--- src/rtl/isram_axi_rd_bridge.sv ---
// Instruction-fetch SRAM-like request port to single-beat AXI4 read bridge.
// One AR at a time, up to MAX_OUTSTANDING reads in flight, in-order return.
module isram_axi_rd_bridge #(
  parameter int unsigned MAX_OUTSTANDING = 2,
  parameter logic [3:0]  AXI_ID          = 4'h0
) (
  input  logic        clk,
  input  logic        resetn,
  input  logic        inst_sram_req,
  input  logic        inst_sram_wr,
  input  logic [1:0]  inst_sram_size,
  input  logic [31:0] inst_sram_addr,
  input  logic [3:0]  inst_sram_wstrb,
  input  logic [31:0] inst_sram_wdata,
  output logic        inst_sram_addr_ok,
  output logic        inst_sram_data_ok,
  output logic [31:0] inst_sram_rdata,
  output logic [3:0]  arid,
  output logic [31:0] araddr,
  output logic [7:0]  arlen,
  output logic [2:0]  arsize,
  output logic [1:0]  arburst,
  output logic [1:0]  arlock,
  output logic [3:0]  arcache,
  output logic [2:0]  arprot,
  output logic        arvalid,
  input  logic        arready,
  input  logic [3:0]  rid,
  input  logic [31:0] rdata,
  input  logic [1:0]  rresp,
  input  logic        rlast,
  input  logic        rvalid,
  output logic        rready
);

  localparam int unsigned   CW      = $clog2(MAX_OUTSTANDING + 1);
  localparam logic [CW-1:0] CNT_MAX = CW'(MAX_OUTSTANDING);

  typedef enum logic {AR_IDLE, AR_SEND} ar_state_t;

  ar_state_t     state;
  logic [CW-1:0] cnt;
  logic          unused;

  assign unused = ^{rid, rresp, inst_sram_wstrb, inst_sram_wdata};

  assign arid    = AXI_ID;
  assign arlen   = '0;
  assign arburst = 2'b01;
  assign arlock  = '0;
  assign arcache = '0;
  assign arprot  = '0;

  assign inst_sram_addr_ok = resetn & (state == AR_IDLE) & inst_sram_req &
                             ~inst_sram_wr & (cnt < CNT_MAX);
  assign rready            = resetn;
  assign inst_sram_data_ok = rvalid & rready & rlast;
  assign inst_sram_rdata   = rdata;

  always_ff @(posedge clk) begin
    if (!resetn) begin
      state   <= AR_IDLE;
      arvalid <= 1'b0;
      araddr  <= '0;
      arsize  <= 3'b010;
      cnt     <= '0;
    end else begin
      case (state)
        AR_IDLE: if (inst_sram_addr_ok) begin
          state   <= AR_SEND;
          arvalid <= 1'b1;
          araddr  <= inst_sram_addr;
          arsize  <= {1'b0, inst_sram_size};
        end
        AR_SEND: if (arready) begin
          state   <= AR_IDLE;
          arvalid <= 1'b0;
        end
        default: begin
          state   <= AR_IDLE;
          arvalid <= 1'b0;
        end
      endcase
      // A stray R beat with nothing outstanding leaves cnt at zero.
      case ({inst_sram_addr_ok, inst_sram_data_ok})
        2'b10:   cnt <= cnt + CW'(1);
        2'b01:   if (cnt != '0) cnt <= cnt - CW'(1);
        default: cnt <= cnt;
      endcase
    end
  end

endmodule
--- config.mk ---
export PLATFORM = sky130hd
export DESIGN_NAME = isram_axi_rd_bridge
export DESIGN_NICKNAME = d
export VERILOG_FILES = /design/src/rtl/isram_axi_rd_bridge.sv
export SDC_FILE = /design/constraint.sdc
export NUM_CORES = 1
export LEC_CHECK = 0
export ABC_AREA = 1
export ABC_CLOCK_PERIOD_IN_PS = 3400
export BUFFER_PORTS_ARGS = -buffer_cell sky130_fd_sc_hd__buf_4
export CORE_AREA = 3 3 80 82
export CTS_CLUSTER_SIZE = 14
export DETAILED_ROUTE_END_ITERATION = 6
export DIE_AREA = 0 0 83 85
export HOLD_SLACK_MARGIN = 0.02
export PLACE_DENSITY = 0.86
export SETUP_SLACK_MARGIN = 0.2
export SLEW_MARGIN = 20
export SYNTH_ARGS = -nofsm -noshare
export SYNTH_HDL_FRONTEND = slang
export SYNTH_SLANG_ARGS = --single-unit
--- constraint.sdc ---
create_clock -name clk -period 3.4 [get_ports clk]
set_clock_uncertainty 0.1 [all_clocks]
set_input_delay 0.68 -clock clk [delete_from_list [all_inputs] [get_ports clk]]
set_output_delay 0.68 -clock clk [all_outputs]
set_load 0.01 [all_outputs]
Word level (Yosys, flattened, before mapping):

Index checks and enable logic that the tools add are counted.

* input port bits: 115
* bits in latches: 0
* output and inout port bits: 94
* flip-flop bits (word level): 38
* RAM bits: 0
* bits in read-only memories: 0
* word-level logic and storage cells: 34
* memories kept: 0

* bitwise operators: 8
* multipliers: 0
* multiplexer cells: 8
* $add $sub $neg: 2
* div/mod/pow operators: 0
* reductions and logical operators: 5
* $lt $le $gt $ge: 1
* eq/ne operators: 5
* shift-type cells: 0

Operators with widths (count)
* 1-bit AND: 6
* 2-bit != test (second input constant): 3
* 2-bit AND reduction: 3
* 1-bit 2-to-1 mux: 4
* 1-bit one-hot mux with 2 select lines: 2
* 2-bit one-hot mux with 2 select lines: 1
* 2-bit nonzero test: 2
* 2-bit by 1-bit adder with 2-bit output (second input constant): 1
* 2-bit by 1-bit equality test with 1-bit output (second input constant): 1
* 2-bit equality test (second input constant): 1
* 2-bit < comparator (second input constant): 1
* 2-bit 2-to-1 mux: 1
* 1-bit NOT: 2
* 2-bit by 1-bit subtractor with 2-bit output (second input constant): 1

Depth between registers and ports, before layout:

* depth after elaboration: 8
* gate-level depth with buffers: 8
* depth with buffers taken out: 7

Worst setup path before layout:

OpenSTA, ideal clock, no wires.

* kind: input port to output port
* start point: input port inst_sram_wr
* end point: output port inst_sram_addr_ok
* arrival time: 1.167 ns
* path slack: 1.453 ns
* buffers on the path: 1
* cell stages on the path: 4
* required time: 2.620 ns
* cell sequence: nor2_2 > nand3_2 > clkinv_2 > buf_8

* cells in the longest elaborated chain, start to end: 3

Ends and longest elaborated chain
* from (decl): line 10 `input logic inst_sram_wr,`
* 1-bit NOT: line 55 `~inst_sram_wr & (cnt < CNT_MAX);`
* 1-bit AND: line 54 `assign inst_sram_addr_ok = resetn & (state == AR_IDLE) & inst_sram_req &`
* 1-bit AND: line 55
* to (decl): line 15 `output logic inst_sram_addr_ok,`

No other way between the ends.

Worst setup path after layout:

* start point: input port resetn
* end point: output port inst_sram_addr_ok

* cells in the longest elaborated chain, start to end: 4

Ends and longest elaborated chain
* from (decl): line 8 `input logic resetn,`
* 1-bit AND (3 in series): line 54
* 1-bit AND: line 55

No other way between the ends.

==> flow_metrics.py <==
metrics = {
    "status": {
        "outcome": "completed",
    },
    "route": {
        "drc": 0,
        "wire_per_inst_um": 11.4,
        "wirelength_um": 4050,
        "antenna_left": 0,
        "drt_iter0_drc": 32,
        "num_vias": 1460,
        "firstDrtPassIters": 4,
        "via_per_inst": 4.12,
    },
    "sta": {
        "period_minus_slack_ps": 1990,
        "setup_tns_ps": 0,
        "grt_setup_unrepaired": "false",
        "max_freq_mhz": 503,
        "drv_slew": 0,
        "slew_headroom_pct": 59.7,
        "whs_ps": 365,
        "setup_viol": 0,
        "max_slew.worst_pin.slew_ps": 601,
        "final-hold-violation-count": 0,
        "finalCritPeriodShare_pct": 58.5,
    },
    "placement": {
        "portBuffers": 78,
        "placed_area_um2": 2150,
        "dpl.hpwl_um": 2980,
        "gp_congestion": 0.705,
    },
    "critical_path": {
        "cp_num_buf_inv": 4,
        "start_kind": "input pin",
        "crit_path_end_kind": "output port",
        "cp_top_family": "buffers and inverters",
        "cpPeakStageDelay_ps": 140,
        "crit_type": "in2out",
        "worstReg2RegStart": "state",
        "cp_max_fo": 6,
        "cp.arrival_ps": 1210,
        "r2r-end": "araddr[3]",
        "rr_worst_depth": 6,
        "crit_slowest_cell": "buf_4",
        "crit_chain": "buf_4 -> nand2_1 -> inv_2 -> nand3_2 -> clkinv_2 -> buf_4",
        "required_ps": 2620,
        "path_common_cell": "buf_4",
        "reg2reg_setup_slack_ps": 1930,
    },
    "finish": {
        "final_nets": 394,
        "final_layout_size_suffix_gt1_share_pct": 38.7,
        "layout_commonest_cell": "buf_4",
        "area_delta_synth_final_pct": 19.8,
        "final_util_pct": 39.0,
        "multi_input_comb_area_um2": 664,
        "final_cell_mix": "81 x buf_4, 66 x nand2_1, 38 x dfxtp_1",
        "fillers": 613,
        "diodes": 0,
        "regArea_um2": 761,
        "fin_area_um2": 2270,
    },
    "die": {
        "dieHeight_um": 85,
        "fp.dieW_um": 83,
        "initial_utilization_pct": 32.6,
        "die_area_um2": 7060,
        "rows": 28,
        "ios": 209,
        "coreArea_um2": 5820,
    },
    "yosys": {
        "yosys_warnings": 0,
        "synth_simple_gate_area_share_pct": 18.6,
        "synth.cell_area_um2": 1890,
        "synthesis.instances": 236,
        "yosys_register_bits": 38,
        "synth_xor_xnor_area_share_pct": 0,
        "yosysUniqueCellTypes": 21,
        "yosysSeqAreaShare_pct": 40.2,
        "synth_top_family_by_area": "buffers and inverters",
        "synth.area.mux_share_pct": 0,
        "synth_compound_area_share_pct": 11.8,
        "synth_fa_ha_area_share_pct": 0,
        "synth.avg_cell_area_um2": 8.02,
    },
    "pwr": {
        "p_leak_nw": 1.01,
        "power_mw": 0.982,
        "powerDensity_nw_per_um2": 433,
        "vdd_drop_max_mv": 0.240,
    },
    "global_route": {
        "track_usage_pct": 11.0,
        "grt_max_degree": 38,
        "antenna_found_initial": 0,
        "overflow": 0,
        "grt_pass1_wl_um": 6360,
        "first_global_vias": 1406,
    },
    "cts": {
        "cts_setup_buffers": 0,
        "cts_max_level": 2,
        "cts_tree": "done",
        "cts_made_buffers": 5,
        "cts_hold_buf": 0,
        "clk_latency_ps": 280,
        "cts_resized": 0,
        "cts_root_buf": "clkbuf_8",
        "clock_path_buffers": 2,
        "cts.sinks": 38,
        "clkTransAtPathRegs_ps": 70,
    },
    "min_path": {
        "hold-path-cell-count": 2,
        "min_from": "arsize[0]",
        "min_path_type": "reg2reg",
        "min_to": "arsize[0]",
    },
    "job": {
        "maxCapViolations": 0,
    },
}
## worst reg2reg max path: cells and delay by family, from the launching register on
kind / cells / cell delay, ps
AO/OA/AOI/OAI: 1 / 140
flip-flops: 1 / 350
AND/OR/NAND/NOR: 3 / 410
buffers and inverters: 2 / 400
## through the flow
stage / worst slack (ps) / std cells
after floorplan: 1450 / 258
after global placement: 1360 / 347
after detailed placement: 1300 / 347
after CTS: 1400 / 354
after global routing: 1350 / 354
final: 1410 / 354
## flip-flops by register name (all words and copies together) (netlist names)
register,flops
arsize,2
state,1
arvalid,1
cnt,2
araddr,32
## cells by family (layout without fill, tap and decap cells)
| kind of cell | count (synthesis) | count (layout) |
|---|---|---|
| compound gates | 38 | 38 |
| flops | 38 | 38 |
| simple gates | 84 | 84 |
| other cells | 2 | 24 |
| buf+inv | 74 | 95 |
## power breakdown
group / total, mW / internal [mW] / switching (mW)
combinational: 0.129 / 0.0625 / 0.0665
sequential: 0.469 / 0.460 / 0.00839
clock: 0.384 / 0.235 / 0.149
## synth_stat cells
library cell	number	share of area, %
nand2_2	8	2.6
inv_1	4	0.79
buf_2	1	0.26
buf_8	1	0.79
buf_4	57	23
inv_2	1	0.20
dfxtp_1	38	40
a21oi_1	29	7.7
nor2_2	1	0.33
a21oi_2	8	3.7
nand3_2	1	0.53
nand3_1	4	1.1
clkbuf_1	2	0.40
conb_1	2	0.40
buf_6	6	3.6
nand2_1	66	13
nor2_1	3	0.59
a211oi_1	1	0.40
nand4_1	1	0.33
clkinv_2	1	0.26
clkinv_1	1	0.20
## per-layer routing
layer / wire length (µm) / up-vias / GRT usage (%)
li1: - / 744 / -
met1: 1570 / 635 / 11.1
met2: 1990 / 71 / 19.0
met3: 406 / 10 / 5.73
met4: 85 / 0 / 4.90
met5: 0 / - / 0
## cell type report
cell class | count | share of cell area [%]
flip-flops and latches | 38 | 33.6
clock buffers | 6 | 3.64
repair buffers | 81 | 26.8
multi-input cells | 146 | 29.3
well taps | 75 | 4.14
inverters | 7 | 1.21
clock inverters | 1 | 1.32
## worst max-delay path by stage
| stage | to | slack (ps) | depth (start not counted) | from |
|---|---|---|---|---|
| after CTS | inst_sram_addr_ok | 1400 | 6 | resetn |
| after detailed placement | araddr[7] | 1300 | 4 | resetn |
| after floorplan | inst_sram_addr_ok | 1450 | 4 | inst_sram_wr |
| after global placement | araddr[29] | 1360 | 4 | resetn |
| final | inst_sram_addr_ok | 1410 | 6 | resetn |
| after global routing | inst_sram_addr_ok | 1350 | 5 | inst_sram_wr |
Note: power is estimated with default switching activity, not from simulation.
